File: config.mk
export PLATFORM = sky130hd
export DESIGN_NAME = uart_tx_arb
export DESIGN_NICKNAME = d
export VERILOG_FILES = /design/src/rtl/uart_tx_arb.sv
export SDC_FILE = /design/constraint.sdc
export NUM_CORES = 1
export LEC_CHECK = 0
export ABC_AREA = 1
export CAP_MARGIN = 20
export CORE_ASPECT_RATIO = 0.5
export CORE_MARGIN = 8
export CORE_UTILIZATION = 58
export DETAILED_ROUTE_END_ITERATION = 12
export PLACE_DENSITY = 0.77
export REMOVE_ABC_BUFFERS = 1
export SLEW_MARGIN = 0
export SYNTH_ARGS = -nofsm -noshare
export SYNTH_HDL_FRONTEND = slang
export SYNTH_SLANG_ARGS = --single-unit
File: constraint.sdc
create_clock -name clk -period 4.2 [get_ports clk]
set_input_delay 0.84 -clock clk [delete_from_list [all_inputs] [get_ports clk]]
set_output_delay 0.84 -clock clk [all_outputs]
set_load 0.05 [all_outputs]
File: src/rtl/uart_tx_arb.sv
// Two-requester round-robin arbiter feeding a 4-deep byte FIFO that drains into
// an 8N1 UART transmitter.
module uart_tx_arb #(
  parameter int unsigned CLKS_PER_BIT = 217,
  parameter int unsigned FIFO_DEPTH   = 4
) (
  input  logic       clk,
  input  logic       rst,
  input  logic       req0_valid,
  input  logic [7:0] req0_data,
  output logic       req0_ready,
  input  logic       req1_valid,
  input  logic [7:0] req1_data,
  output logic       req1_ready,
  output logic       uart_tx,
  output logic       busy,
  output logic [2:0] level
);

  localparam int unsigned CNT_W = 12;
  localparam int unsigned PTR_W = $clog2(FIFO_DEPTH);
  localparam int unsigned LVL_W = 3;

  typedef enum logic [1:0] {S_IDLE, S_START, S_DATA, S_STOP} state_t;

  state_t             r_state;
  state_t             w_state_nxt;
  logic [CNT_W-1:0]   r_cnt;
  logic [CNT_W-1:0]   w_cnt_nxt;
  logic [2:0]         r_idx;
  logic [2:0]         w_idx_nxt;
  logic [7:0]         r_shreg;
  logic [7:0]         w_shreg_nxt;
  logic               r_tx;
  logic               w_tx_nxt;
  logic               r_prio;
  logic [7:0]         r_mem [FIFO_DEPTH];
  logic [PTR_W-1:0]   r_wptr;
  logic [PTR_W-1:0]   r_rptr;
  logic [LVL_W-1:0]   r_level;

  logic               w_grant0;
  logic               w_grant1;
  logic               w_full;
  logic               w_push0;
  logic               w_push1;
  logic               w_push;
  logic               w_pop;
  logic [7:0]         w_push_data;
  logic               w_bit_done;

  // Arbitration: prio names the requester that wins a tie.
  assign w_grant0    = req0_valid & (~req1_valid | ~r_prio);
  assign w_grant1    = req1_valid & (~req0_valid |  r_prio);
  assign w_full      = (r_level == LVL_W'(FIFO_DEPTH));
  assign req0_ready  = w_grant0 & ~w_full & ~rst;
  assign req1_ready  = w_grant1 & ~w_full & ~rst;
  assign w_push0     = req0_valid & req0_ready;
  assign w_push1     = req1_valid & req1_ready;
  assign w_push      = w_push0 | w_push1;
  assign w_push_data = w_push0 ? req0_data : req1_data;

  assign w_bit_done  = (r_cnt == CNT_W'(CLKS_PER_BIT - 1));

  assign uart_tx = r_tx;
  assign level   = r_level;
  assign busy    = (r_state != S_IDLE) | (r_level != '0);

  // After a grant, priority passes to the requester that was not served.
  always_ff @(posedge clk) begin
    if (rst) begin
      r_prio <= 1'b0;
    end else if (w_push) begin
      r_prio <= w_push0;
    end
  end

  always_ff @(posedge clk) begin
    if (w_push) begin
      r_mem[r_wptr] <= w_push_data;
    end
  end

  always_ff @(posedge clk) begin
    if (rst) begin
      r_wptr  <= '0;
      r_rptr  <= '0;
      r_level <= '0;
    end else begin
      if (w_push) r_wptr <= r_wptr + PTR_W'(1);
      if (w_pop)  r_rptr <= r_rptr + PTR_W'(1);
      case ({w_push, w_pop})
        2'b10:   r_level <= r_level + LVL_W'(1);
        2'b01:   r_level <= r_level - LVL_W'(1);
        default: r_level <= r_level;
      endcase
    end
  end

  always_ff @(posedge clk) begin
    if (rst) begin
      r_state <= S_IDLE;
      r_cnt   <= '0;
      r_idx   <= '0;
      r_shreg <= '0;
      r_tx    <= 1'b1;
    end else begin
      r_state <= w_state_nxt;
      r_cnt   <= w_cnt_nxt;
      r_idx   <= w_idx_nxt;
      r_shreg <= w_shreg_nxt;
      r_tx    <= w_tx_nxt;
    end
  end

  // Line level is derived from the next state so it changes on the same edge.
  always_comb begin
    w_state_nxt = r_state;
    w_cnt_nxt   = r_cnt;
    w_idx_nxt   = r_idx;
    w_shreg_nxt = r_shreg;
    w_pop       = 1'b0;
    w_tx_nxt    = 1'b1;
    case (r_state)
      S_IDLE: begin
        if (r_level != '0) begin
          w_pop       = 1'b1;
          w_shreg_nxt = r_mem[r_rptr];
          w_cnt_nxt   = '0;
          w_idx_nxt   = '0;
          w_state_nxt = S_START;
        end
      end
      S_START: begin
        if (w_bit_done) begin
          w_cnt_nxt   = '0;
          w_state_nxt = S_DATA;
        end else begin
          w_cnt_nxt = r_cnt + CNT_W'(1);
        end
      end
      S_DATA: begin
        if (w_bit_done) begin
          w_cnt_nxt   = '0;
          w_shreg_nxt = {1'b0, r_shreg[7:1]};
          if (r_idx == 3'd7) begin
            w_state_nxt = S_STOP;
          end else begin
            w_idx_nxt = r_idx + 3'd1;
          end
        end else begin
          w_cnt_nxt = r_cnt + CNT_W'(1);
        end
      end
      S_STOP: begin
        if (w_bit_done) begin
          w_cnt_nxt   = '0;
          w_state_nxt = S_IDLE;
        end else begin
          w_cnt_nxt = r_cnt + CNT_W'(1);
        end
      end
      default: w_state_nxt = S_IDLE;
    endcase
    case (w_state_nxt)
      S_START: w_tx_nxt = 1'b0;
      S_DATA:  w_tx_nxt = w_shreg_nxt[0];
      default: w_tx_nxt = 1'b1;
    endcase
  end

endmodule

==> results.md <==
* Status: finished, final reports clean
* Pwr dens at roughly 600 nW/um2
* Drt via density at about 5.3
* Synth unique cells at 36
* Initial antenna violation count at 0
* Placement Setup Slack at between 700 and 800 ps
* Actual slew at the worst max-slew pin at approximately 730 ps
* Die height at around 68 um
* Pre-antenna DRT Iters at 4
* Max cap viols at 0
* Clock transition at path regs at 70 ps
* GPL Wtd Cong at 0.885
* Area leader, netlist: edfxtp_1
* Element type at the critical path start: input port
* DPL Wire Length at roughly 4.7 mm
* CTS root buffer: clkbuf_8
* Endpoints failing hold at 0
* CP dominant cell by count: buf_4
* Port Buffers at 26
* Largest net degree at the start of global routing at 19
* Clk buf depth at 2
* Yosys warns at 0
* Avg Inst Size Synth at ~9 um2
* GR Overflow Total at 0
* Fraction of registers with async set or reset after synthesis at 0
* Post-synth EDFFs at 32
* RSZ-0062 raised after global routing: false
* Slew Viols, Final at 0
* CTS sink cnt at 68
* Htree depth at 3
* Worst-Skew Late Latency at 340 ps
* Tcrit/Tclk final at 0.767
* CTS tree: done
* Top post-synthesis cells by count: nand2_1 (89), inv_1 (37), dfxtp_1 (36)
* Initial Utilization at 0.591
* TritonCTS buffer count at 9
* Final Cell Area at 3710 um2
* CP max-delay cell: clkdlybuf4s50_1
* Critical path class: in2out
* Core area at roughly 5400 um2
* Synth top area share at 0.303
* First DRT Iteration DRCs at approximately 160
* Final min period at approximately 3200 ps
* Setup violators final at 0
* Boundary Pins at 27
* Die width at between 100 and 150 um
* Die ar. at 8240 um2
* Slew headroom at 0.512
* Mapped cell area at 3170 um2
* Crit-path max FO at 16
* Cell Chain, Critical Path: clkdlybuf4s50_1 -> inv_1 -> nand4_1 -> buf_4 -> clkinv_1 -> buf_4
* Total GRT Usage at 0.169
* Peak VDD IR at around 0.34 mV
* Clock Skews at between 5 and 6 ps
* Sequential area share after synthesis at 0.530
* Buf/Inv on CP at 5
* Post_cts resized at 0
* First-pass GRT wire length at approximately 11 mm
* Critical path endpoint category: primary output
* Critical Path RT at 3360 ps
* Share of layout cells above drive strength 1 at 0.118
* Top Family by Delay on Critical Path: buffers and inverters
* Final WS setup at approximately 980 ps
* Hold Crit Class: reg2reg
* Number of global-route vias before repair at 2455
* Most common cell in the synthesized netlist: nand2_1
* Nets at roughly 420
* WL/cell at 13.8 um
* Post-CTS Hold Fix Bufs at 0
* Synth top area cells: edfxtp_1 (30%), dfxtp_1 (23%), nand2_1 (11%)
* LEAKAGE at around 1.4 nW
* Area after DPL at around 3500 um2
* # diodes at 0
* Layout Utilization at 0.690
* Final WL at about 6.5 mm
* Setup TNS Final at 0 ps
* Most used DFF post-synth: dfxtp_1
* Total setup buffers inserted after CTS at 0
* Routed Antenna Nets at 0
* Crit path DAT at around 2400 ps
* Post-synthesis cell count at ~360
* Yosys reg bits at between 60 and 70
* Site Rows at 19
* Fmax at about 310 MHz
* Layout area overhead at 16.8%
* Drt drc at 0
* Worst path max stage delay at roughly 470 ps
* Total number of vias at 2484
[registers in the layout, indices dropped and copies added (netlist names), named ones only]
signal   count
r_idx        3
r_state      2
r_cnt       12
r_rptr       2
r_wptr       2
uart_tx      1
r_mem       32
r_shreg      8
r_prio       1
level        3
[final cells by class]
class | instances | area (um2)
Clock buffer | 10 | 128
Clock inverter | 6 | 88.8
Fill cell | 439 | 1660
Inverter | 44 | 166
Multi-Input combinational cell | 243 | 1280
Sequential cell | 68 | 1680
Tap cell | 73 | 91.3
Timing Repair Buffer | 28 | 270
[stage by stage]
step / std cells / power, mW / hold WS [ps]
final: 472 / 2.22 / 475
after CTS: 472 / 2.23 / 475
after detailed placement: 456 / 1.64 / 462
after floorplan: 355 / 1.42 / 433
after global routing: 472 / 2.35 / 500
after global placement: 456 / 1.61 / 451
[logic make-up after synthesis]
group | share of synthesized area
buffers and inverters | 0.0662
AOI/OAI and AO/OA | 0.132
DFF | 0.530
xor gates and xnor gates | 0.00552
adders and majority gates | 0.0418
and+or+nand+nor | 0.225
[final timing paths]
kind / start / endpoint / slack, ps / cells after the start
max: rst / req0_ready / 980 / 6
min: r_shreg[7] / r_shreg[7] / 480 / 2
max reg2reg: level[0] / level[2] / 1680 / 13
min reg2reg: r_shreg[7] / r_shreg[7] / 480 / 2
[metal layers]
layer,global-route usage,wire length [um],up-vias,share of wire
met5,0,0,-,0
met4,0.0847,111,0,0.017
met3,0.0469,293,9,0.045
met2,0.300,3120,55,0.48
met1,0.189,2980,1151,0.46
li1,-,-,1269,-
[worst register-to-register path: cells and delay by family (launching register included)]
family | cells | cell delay, ps
simple gates | 4 | 470
flops | 1 | 350
fa+ha+maj | 2 | 570
buf+inv | 3 | 460
compound gates | 4 | 550
[where the power goes]
group / leakage, nW / internal [mW] / switching [mW] / total (mW)
registers: 0.587 / 0.809 / 0.0839 / 0.893
logic: 0.745 / 0.232 / 0.510 / 0.743
clock network: 0.104 / 0.334 / 0.245 / 0.580
total: 1.44 / 1.38 / 0.840 / 2.22
[layout by cell type (no fill, tap or decap), types with 11 or more instances in the layout]
master / netlist / final
nor2_1: 29 / 29
a21oi_1: 23 / 23
dfxtp_1: 36 / 36
o21ai_0: 29 / 29
edfxtp_1: 32 / 32
nand2_1: 89 / 89
nand3_1: 11 / 11
inv_1: 37 / 37
clkdlybuf4s50_1: 0 / 24
(Power assumes the default switching activity.)
==> RTL change, RTL diff (config.mk and constraints unchanged) <==
Make the reset (`rst`) asynchronous in 3 clocked blocks.
--- a/src/rtl/uart_tx_arb.sv
+++ b/src/rtl/uart_tx_arb.sv
@@ -69,3 +69,3 @@
   // After a grant, priority passes to the requester that was not served.
-  always_ff @(posedge clk) begin
+  always_ff @(posedge clk or posedge rst) begin
     if (rst) begin
@@ -83,3 +83,3 @@
 
-  always_ff @(posedge clk) begin
+  always_ff @(posedge clk or posedge rst) begin
     if (rst) begin
@@ -99,3 +99,3 @@
 
-  always_ff @(posedge clk) begin
+  always_ff @(posedge clk or posedge rst) begin
     if (rst) begin
Check against the original RTL: differs if rst is asserted again (counterexample within 4 cycles, from zero or initial values and one cycle with rst high); with rst held inactive, the same outputs for 10 cycles.
==> RTL change against the original RTL <==
  * Sequential share of layout area rose by 1.9 points
  * Via count shrank 5.2%
  * Area after synthesis grew 2.2%
  * Worst setup slack better by 50 ps
  * Final area grew 3.4%
  * Register-to-register slack got worse by 20 ps
  * Final cell count fell by 4.2%
  * Synthesized cell count down 5.5%
  * Die area increased by 1.8%
  * Routed wire length is 0.17% higher
  * Sequential cell count shrank 2
  * Critical endpoint unchanged
Power is not compared: it rests on default switching activity, and its combinational part moved more than twofold at a synthesized area within 25%.
==> RTL change: results (changes against the original RTL) <==
share of post-route cells with drive strength above 1: 11.6% (-0.17 points)
number of search-and-repair iterations in the first detailed-routing pass: 4 (unchanged)
DRT iter0 DRCs: 178 (+9.9%)
total wire length after detailed routing: 6520 um (+0.17%)
crit-path leading delay family: buffers and inverters
initial antenna violation count: 0 (unchanged)
launch point of the worst reg-to-reg path: level[0]
leakage power: 1.64 nW
cell with the largest stage delay on the worst path: clkdlybuf4s50_1
most used flip-flop cell after synthesis: dfrtp_1
outcome: finished, final reports clean
total setup buffers inserted after CTS: 0 (unchanged)
number of gates resized after CTS: 0 (unchanged)
maximum clock path buffer count: 2 (unchanged)
Synth Warn #: 0 (unchanged)
HP Start: r_idx[1]
Ant. Diodes: 0 (unchanged)
arrival time reported for the critical path endpoint: 2330 ps (-50 ps)
final weighted congestion of routability-driven global placement: 0.771 (-13%)
clock latency at the later pin of the worst-skew pair: 340 ps (about the same)
number of levels the H-tree was split into: 3 (unchanged)
DPL Wire Length: 4730 um (+0.59%)
clock tree skew after final layout: 6.80 ps (+1.29 ps)
leading post-synthesis cells by instance count: 82 x nand2_1, 37 x inv_1, 33 x dfrtp_1
number of CTS-inserted buffers: 9 (unchanged)
top fanout value on the critical path: 11 (-5)
registers with the highest flip-flop counts: r_mem: 32 flops, r_cnt: 12 flops, r_shreg: 8 flops
peak supply drop: 268 uV
Crit Reg-Reg Endpoint: level[2]
Cell variety after synth: 34 (-5.6%)
r2r setup slk: 1660 ps (-20 ps)
Tightest Hold Check Type: register to register
wire length of the first global-routing pass: 11,100 um (+0.69%)
vias after detailed routing: 2,356 (-5.2%)
cells taking the most area after synthesis: edfxtp_1 30%, dfrtp_1 25%, nand2_1 9.5%
delay of the slowest cell on the worst path: 480 ps
count of input and output buffers: 26 (unchanged)
proportion of synthesized flip-flops having asynchronous set or reset: 51.5% (+52 points)
placement-stage worst setup slack: 913 ps (+198 ps)
GRT Overall Usage: 17.2% (+0.33 points)
Register-to-Register Path Depth: 11 (-2)
cell at the root of the clock tree: clkbuf_8
Final #Nets: 404 (-4.7%)
end point of the most critical hold path: r_idx[1]
relative slew slack: 51.5% (+0.22 points)
number of buffers inserted by hold repair at cts: 0 (unchanged)
Seq/Total Area, Yosys: 55.9% (+2.9 points)
worst hold path stage count: 2 (unchanged)
number of enable flip-flop cells after synthesis: 32 (unchanged)
Fill cells: 389 (-11%)
pin count of the biggest net entering global routing: 36 (+17)
Clk pin slew, worst setup/hold paths: 70 ps (about the same)
## RTL change: final cells by class
cell class | instances | area share, %
flip-flops and latches | 66 | 47.3
inverters | 45 | 4.73
repair buffers | 27 | 7.51
multi-input cells | 225 | 31.8
clock inverters | 7 | 3.07
well taps | 73 | 2.38
clock buffers | 9 | 3.23
## RTL change: worst max-delay path by stage
stage                  to  slack, ps        from
5_1_grt        req0_ready        890  req1_valid
4_1_cts        req0_ready       1000         rst
3_5_place_dp     level[2]        910         rst
6_report       req0_ready       1030  req1_valid
3_3_place_gp     level[2]        980         rst
2_1_floorplan  req0_ready        860         rst
## RTL change: cell families after synthesis
| family | after synthesis | synth area share, % |
|---|---|---|
| xor+xnor | 8 | 2.16 |
| simple gates | 159 | 22.9 |
| flops | 66 | 55.9 |
| fa+ha+maj | 10 | 4.09 |
| compound gates | 48 | 8.41 |
| buf+inv | 51 | 6.56 |
## RTL change: worst register-to-register path: cells and delay by family, from the launching register on
kind	cells	cell delay (ps)
and+or+nand+nor	4	780
DFF	1	420
buffers and inverters	2	260
xor gates and xnor gates	1	170
adders and majority gates	2	540
AOI/OAI and AO/OA	2	260
## RTL change: power breakdown
part	internal [mW]	total, mW	switching, mW
combinational	0.114	0.339	0.225
sequential	0.776	0.820	0.0437
clock	0.393	0.638	0.245
total	1.28	1.80	0.515
## RTL change: metal layers
layer / vias up / share of wire (%) / GRT usage, %
met3: 13 / 4.7 / 5.28
met1: 1105 / 47 / 20.3
li1: 1186 / - / -
met5: - / 0 / 0
met2: 52 / 47 / 28.9
met4: 0 / 1.6 / 8.37
## RTL change: through the flow
stage | hold slack [ps] | power, mW | std cells | cell area [sq um]
after floorplan | 459 | 1.03 | 336 | 3210
after global routing | 527 | 1.88 | 452 | 3830
after CTS | 498 | 1.81 | 452 | 3830
after global placement | 470 | 1.14 | 436 | 3590
final | 491 | 1.80 | 452 | 3830
after detailed placement | 481 | 1.17 | 436 | 3590
